<file path="src/rtl/noc_pkg.sv">
// noc_pkg: flit encodings and requester FSM state shared
// by the port requesters, the switch arbiter and its timer.
package noc_pkg;

  localparam logic [2:0] FLIT_NONE = 3'b000;
  localparam logic [2:0] FLIT_HEAD = 3'b001;
  localparam logic [2:0] FLIT_BODY = 3'b010;
  localparam logic [2:0] FLIT_TAIL = 3'b100;

  localparam int LEN_W = 12;

  typedef enum logic [1:0] {
    S_IDLE = 2'd0,
    S_REQ  = 2'd1,
    S_SEND = 2'd2
  } req_state_t;

endpackage

</file>
<file path="src/rtl/flit_fifo.sv">
// flit_fifo: small synchronous FIFO, no bypass.
// Head is valid one cycle after the push that wrote it.
module flit_fifo #(
  parameter int W     = 35,
  parameter int DEPTH = 4
) (
  input  logic         clk,
  input  logic         rst,
  input  logic         push,
  input  logic         pop,
  input  logic [W-1:0] din,
  output logic [W-1:0] head,
  output logic         full,
  output logic         empty
);

  localparam int AW = $clog2(DEPTH);

  logic [W-1:0]  mem_q [DEPTH];
  logic [AW-1:0] wptr_q, wptr_d;
  logic [AW-1:0] rptr_q, rptr_d;
  logic [AW:0]   cnt_q, cnt_d;

  always_comb begin
    wptr_d = push ? wptr_q + AW'(1) : wptr_q;
    rptr_d = pop  ? rptr_q + AW'(1) : rptr_q;
    cnt_d  = cnt_q;
    unique case ({push, pop})
      2'b10:   cnt_d = cnt_q + (AW+1)'(1);
      2'b01:   cnt_d = cnt_q - (AW+1)'(1);
      default: cnt_d = cnt_q;
    endcase
  end

  always_ff @(posedge clk) begin
    if (push) mem_q[wptr_q] <= din;
  end

  always_ff @(posedge clk) begin
    if (rst) begin
      wptr_q <= '0;
      rptr_q <= '0;
      cnt_q  <= '0;
    end else begin
      wptr_q <= wptr_d;
      rptr_q <= rptr_d;
      cnt_q  <= cnt_d;
    end
  end

  assign head  = mem_q[rptr_q];
  assign full  = (cnt_q == (AW+1)'(DEPTH));
  assign empty = (cnt_q == '0);

endmodule

</file>
<file path="src/rtl/port_requester.sv">
// port_requester: buffers one router input port, requests the
// switch arbiter and forwards the granted packet flit by flit.
module port_requester
  import noc_pkg::*;
#(
  parameter int DATA_W = 32,
  parameter int DEPTH  = 4
) (
  input  logic              clk,
  input  logic              rst,
  input  logic              in_valid,
  output logic              in_ready,
  input  logic [2:0]        in_flit_id,
  input  logic [DATA_W-1:0] in_data,
  output logic              req,
  output logic [2:0]        flit_id,
  output logic [LEN_W-1:0]  length,
  input  logic              grant,
  output logic              out_valid,
  output logic [2:0]        out_flit_id,
  output logic [DATA_W-1:0] out_data,
  output logic              err
);

  localparam int FW = DATA_W + 3;

  logic              push, pop, full, empty;
  logic [FW-1:0]     head;
  logic [2:0]        head_id;
  logic [DATA_W-1:0] head_data;
  logic              pop_fwd, pop_drop;

  req_state_t       state_q, state_d;
  logic             req_q, req_d;
  logic [LEN_W-1:0] len_q, len_d;

  assign push = in_valid && !full;
  assign pop  = pop_fwd || pop_drop;

  flit_fifo #(
    .W     (FW),
    .DEPTH (DEPTH)
  ) u_fifo (
    .clk   (clk),
    .rst   (rst),
    .push  (push),
    .pop   (pop),
    .din   ({in_flit_id, in_data}),
    .head  (head),
    .full  (full),
    .empty (empty)
  );

  assign head_id   = head[FW-1 -: 3];
  assign head_data = head[DATA_W-1:0];

  always_ff @(posedge clk) begin
    if (rst) begin
      state_q <= S_IDLE;
      req_q   <= 1'b0;
      len_q   <= '0;
    end else begin
      state_q <= state_d;
      req_q   <= req_d;
      len_q   <= len_d;
    end
  end

  always_comb begin
    state_d = state_q;
    len_d   = len_q;
    unique case (state_q)
      S_IDLE: begin
        if (!empty && head_id == FLIT_HEAD) begin
          state_d = S_REQ;
          len_d   = head_data[LEN_W-1:0];
        end
      end
      S_REQ: begin
        if (pop_fwd) state_d = S_SEND;
      end
      S_SEND: begin
        if (pop_fwd && head_id == FLIT_TAIL) state_d = S_IDLE;
      end
      default: state_d = S_IDLE;
    endcase
    req_d = (state_d != S_IDLE);
  end

  // A header seen mid-packet is dropped like a stray in IDLE.
  always_comb begin
    pop_fwd  = 1'b0;
    pop_drop = 1'b0;
    if (!rst && !empty) begin
      unique case (state_q)
        S_IDLE: pop_drop = (head_id != FLIT_HEAD);
        S_REQ:  pop_fwd  = grant;
        S_SEND: begin
          pop_drop = grant && (head_id == FLIT_HEAD);
          pop_fwd  = grant && (head_id != FLIT_HEAD);
        end
        default: pop_fwd = 1'b0;
      endcase
    end
  end

  assign in_ready    = !full;
  assign req         = req_q;
  assign length      = len_q;
  assign flit_id     = empty ? FLIT_NONE : head_id;
  assign out_valid   = pop_fwd;
  assign out_flit_id = head_id;
  assign out_data    = head_data;
  assign err         = pop_drop;

endmodule

</file>
<file path="config.mk">
export PLATFORM = sky130hd
export DESIGN_NAME = port_requester
export DESIGN_NICKNAME = d
export VERILOG_FILES = /design/src/rtl/noc_pkg.sv /design/src/rtl/flit_fifo.sv /design/src/rtl/port_requester.sv
export SDC_FILE = /design/constraint.sdc
export NUM_CORES = 1
export LEC_CHECK = 0
export CAP_MARGIN = 30
export CORE_MARGIN = 2
export CORE_UTILIZATION = 70
export CTS_BUF_LIST = sky130_fd_sc_hd__clkbuf_2 sky130_fd_sc_hd__clkbuf_4 sky130_fd_sc_hd__clkbuf_8
export DETAILED_ROUTE_END_ITERATION = 12
export DONT_BUFFER_PORTS = 1
export GPL_ROUTABILITY_DRIVEN = 0
export HOLD_SLACK_MARGIN = 0.15
export PLACE_DENSITY = 0.95
export SYNTH_ARGS = -nofsm -noshare
export SYNTH_HDL_FRONTEND = slang
export SYNTH_SLANG_ARGS = --single-unit
</file>
<file path="constraint.sdc">
create_clock -name clk -period 6.9 [get_ports clk]
set_clock_uncertainty 0.2 [all_clocks]
set_input_delay 1.38 -clock clk [delete_from_list [all_inputs] [get_ports clk]]
set_output_delay 1.38 -clock clk [all_outputs]
set_load 0.05 [all_outputs]
</file>
**After elaboration in Yosys (flattened, before gate mapping)**

Memory sizes are Yosys's and may differ from the RTL's. A register that Yosys moved wholly into a read port is not among the register bits.
Index checks and enable logic that the tools add are counted.

- Bits in registers: 22
- Bits in writable memories: 140
- Bits of input ports: 39
- Output and inout port bits: 54
- Logic and storage cells: 48
- Memories kept: 1

- Add/sub/neg operators: 4
- Equality and inequality tests: 8
- Mux-type cells: 14
- Reductions and logical operators: 15

Memories:

| memory | depth | width | read ports | clocked after Yosys merged registers in | write ports | line | source |
|---|---|---|---|---|---|---|---|
| u_fifo.mem_q | 4 | 35 | 1 | 1 | 1 | flit_fifo.sv:19 | `logic [W-1:0] mem_q [DEPTH];` |

Operator list:

| operator | count |
|---|---|
| $mux 2 | 5 |
| $eq 3x3->1 const B | 2 |
| $logic_and 1x1->1 | 6 |
| $pmux 2 s3 | 1 |
| $pmux 3 s2 | 1 |
| $add 2x1->2 const B | 2 |
| $eq 2x1->1 const B | 2 |
| $eq 2x2->1 const B | 2 |
| $mux 1 | 4 |
| $pmux 1 s2 | 2 |
| $reduce_bool 2->1 | 2 |
| $add 3x1->3 const B | 1 |
| $eq 3x1->1 const B | 1 |
| $logic_not 1->1 | 3 |
| $logic_not 3->1 | 1 |
| $mux 3 | 1 |
| $ne 3x1->1 const B | 1 |
| $sub 3x1->3 const B | 1 |
| $logic_not 2->1 | 1 |
| $reduce_and 2->1 | 1 |
| $logic_or 1x1->1 | 1 |

**Depth between registers and ports, before layout**

- Depth in word-level cells: 8
- Mapped depth: 12
- Mapped depth without buffers: 12

**Hierarchy**

From an unflattened synthesis, not the netlist that was laid out.

- Cells, all modules: 303
- Area, all modules: 6281.0 µm²

By module, submodules not included:

| module | instances | cells an instance | area each (µm²) | sequential area each (µm²) |
|---|---|---|---|---|
| flit_fifo | 1 | 230 | 5536.6 | 4384.2 |
| port_requester | 1 | 73 | 744.5 | 300.3 |

**Worst setup path before layout**

No wires, ideal clock.

- Path kind: input-to-reg
- Start: input port rst
- End: register u_fifo.cnt_q[2]
- Library setup time: 0.071 ns
- Arrival: 3.996 ns
- Required time: 6.629 ns
- Slack: 2.634 ns
- Stages: 9
- Buffers on the path: 0
- Cells stage by stage: or4_1 -> nor2_1 -> or2_1 -> ha_1 -> inv_1 -> fa_1 -> xor2_1 -> or3_1 -> a21oi_1

- Word-level cells in the longest chain between the ends: 6
- Elaborated cells on any way between the ends: 9
- Those cells by class: eq/ne (2); mux (3); reduce/logical (4)

RTL lines:

| what | line | source |
|---|---|---|
| from (decl) | port_requester.sv:10 | `input logic rst,` |
| $logic_not 1->1 * | port_requester.sv:94 | `if (!rst && !empty) begin` |
| $logic_and 1x1->1 * | port_requester.sv:94 |  |
| $mux 1 * | port_requester.sv:94 |  |
| named net out_valid | port_requester.sv:19 | `output logic out_valid,` |
| $logic_or 1x1->1 * | port_requester.sv:38 | `assign pop = pop_fwd \|\| pop_drop;` |
| $eq 2x1->1 or $eq 2x2->1 (tied branches) | flit_fifo.sv:28 | `unique case ({push, pop})` |
| $pmux 3 s2 or $reduce_bool 2->1 (tied branches) | - |  |
| to (signal assigned) | flit_fifo.sv:47 | `cnt_q <= cnt_d;` |
| to (decl) | flit_fifo.sv:22 | `logic [AW:0] cnt_q, cnt_d;` |

The timed path passes the listed nets; every way through them passes the cells marked *.
A chain may end at the register's enable or synchronous reset.

==> results.md <==
* Status: complete, no violations
* Synth Instances at 316
* Distinct cells, synth at 38
* Core area at 8680 µm²
* Psw at 1.04 mW
* Sequential element share of the synthesized area at 74.8%
* Die footprint at 9720 µm²
* Multi-input logic area at 1480 µm²
* Syn_nets at 365
* Ports at 93
* Crit start category: register
* Yosys warns at 0
* Setup_tns at 0 ns
* Remaining DRCs at 0
* Post-synth top area share at 67.2%
* Share of cells above drive strength 1 at 23.5%
* Sw Share at 38.3%
* Starting DRT DRC Count at 98
* Global route total overflow at 0
* Flop pwr share at 47.6%
* Synth top area cells: edfxtp_1 67%, mux4_2 13%, dfxtp_1 7.7%, mux2i_1 1.9%, ha_1 1.8%
* Placed insts at 415
* Post-Layout Cell Count at 448
* Worst setup margin at 2.30 ns
* Place WS at 2.45 ns
* Synth Flop Type: edfxtp_1
* Worst rel slew slack at 35.8%
* WS Path Type: register to output pin
* Fin crit period at 4.60 ns
* Initial antenna violation count at 0
* Worst R2R Setup Slack at 2.49 ns
* Die Y at 98.6 µm
* P_int at 1.67 mW
* Clock latency on the worst-skew pair at 0.44 ns
* Maximum clock frequency at 0.217 GHz
* Critical path capture point type: output pin
* Logic gate share of total power at 28.1%
* PortBufs at 0
* Antenna viol nets, final at 0
* Largest net degree at the start of global routing at 36
* Fin nets at 376
* Crit path required time at 5.32 ns
* Synthesized area per cell at 19.8 µm²
* RSZ-0062 raised after global routing: false
* Clock-pin transition on the worst setup and hold timing paths at 0.09 ns
* Post-synth EDFFs at 140
* Leakage at 2.15 nW
* P&R area growth vs syn at 8.04%
* Drt wl/cell at 23.0 µm
* Max rail drop VDD at 0.289 mV
* Vias at 2,896
* Setup Buffers After CTS at 0
* CTS tree: done
* Die Wd at 98.6 µm
* Final Slew Violations at 0
* Most frequent cells after synthesis: 140 x edfxtp_1, 35 x mux4_2, 24 x dfxtp_1
* Power density over the cells at 401 nW/µm²
* Flop and latch count out of synthesis at 164
* Worst path arrival time at 3.02 ns
* DR pass1 iterations at 4
* Fillers at 461
* Register Area at 4690 µm²
* Hpwl dp at 6410 µm
* Via density at 6.46
* Max-Cap Viols at 0
* Hold WC Path Type: register to register
* Number of hold buffers added after CTS at 0
* Root Driver: clkbuf_8
* Post-Syn Area at 6260 µm²
* Final Cycle Share at 66.7%
* Most common cell in the netlist: edfxtp_1
* Tightest Pin Transition at 0.960 ns
* H-tree levels at 4
* GRT Util Overall at 22.7%
* Worst-path fanout max at 35
* Starting density of the core at 72.1%
* Routed wire length at 10,300 µm
* Max Root-Sink Buffers at 2
* Fin. Hold Viols at 0
* Post-synth ARST share at 0%
* Post-CTS Resized at 0
* Vias in the first global route at 3,113
* Number of diodes at 0
* Global-route wire length before repair at 16,200 µm
* Final setup fails at 0
* Total CTS buffers at 17
* Most area-hungry cell type in the Yosys netlist: edfxtp_1
* Row cnt at 34
* Clock share of power at 24.3%
* Clock Sinks at 164
final timing paths:
| path | startpoint | end | cells past startpoint |
|---|---|---|---|
| worst min-delay path | u_fifo.rptr_q[1] | register | 2 |
| worst max register to register | register | u_fifo.cnt_q[2] | 11 |
| worst max-delay path | register | err | 3 |
| worst min register to register | u_fifo.rptr_q[1] | register | 2 |
power groups by stage:
stage | combinational (mW) | clock [mW] | sequential [mW]
finish | 0.763 | 0.659 | 1.29
global route | 0.804 | 0.706 | 1.31
CTS | 0.770 | 0.671 | 1.29
detailed placement | 0.767 | 0 | 1.32
global placement | 0.755 | 0 | 1.31
floorplan | 0.713 | 0 | 1.27
area by class of cell:
class,count,area share [%]
Clock buffer,18,3.57
Sequential cell,164,69.3
Inverter,11,0.611
Timing Repair Buffer,3,0.389
Multi-Input combinational cell,130,21.9
Tap cell,108,2.00
Clock inverter,14,2.24
worst max-delay path: stages (launching register included):
cell	delay, ns
dfxtp_2	0.94
mux4_2	0.64
nor4b_2	0.42
a22o_1	0.56
placed cells by master, fill, tap and decap left out, types with 3 or more instances in the layout:
cell type  count
edfxtp_1     140
mux4_2        35
nor2_1        23
dfxtp_1       22
clkbuf_8      17
mux2i_1       12
inv_1         11
ha_1           9
a21oi_1        6
inv_8          6
nand2_1        5
and3_2         4
nand3_1        3
and2_1         3
or3_1          3
inv_6          3
metal layers:
metal | part of all wire [%] | track usage [%] | vias up
met5 | 0 | 0 | -
met4 | 1.3 | 7.69 | 0
met2 | 51 | 36.5 | 145
li1 | - | - | 1278
met3 | 10 | 10.4 | 13
met1 | 37 | 28.0 | 1460
metrics by stage:
step                power, mW  util [%]  hold WS (ns)  instance area (µm²)
detailed placement       2.08      73.4         0.280                 6370
global route             2.82      77.9         0.315                 6760
floorplan                1.99         -         0.262                 6260
finish                   2.71      77.9         0.294                 6760
CTS                      2.74      77.9         0.293                 6760
global placement         2.06      73.2         0.260                 6350
registers in the layout, indices dropped and copies added (netlist names), named ones only:
signal / count
length: 12
req: 1
state_q: 2
u_fifo.cnt_q: 3
u_fifo.mem_q: 140
u_fifo.rptr_q: 2
u_fifo.wptr_q: 2
kinds of logic (layout without fill, tap and decap cells):
| group | after synthesis | after routing | synth area share (%) |
|---|---|---|---|
| buf+inv | 22 | 46 | 1.60 |
| simple gates | 54 | 54 | 4.84 |
| flops | 164 | 164 | 74.8 |
| fa+ha+maj | 10 | 10 | 2.12 |
| mux | 47 | 47 | 14.5 |
| xor+xnor | 3 | 3 | 0.420 |
| compound gates | 16 | 16 | 1.68 |
Note: power is estimated with default switching activity, not from simulation.
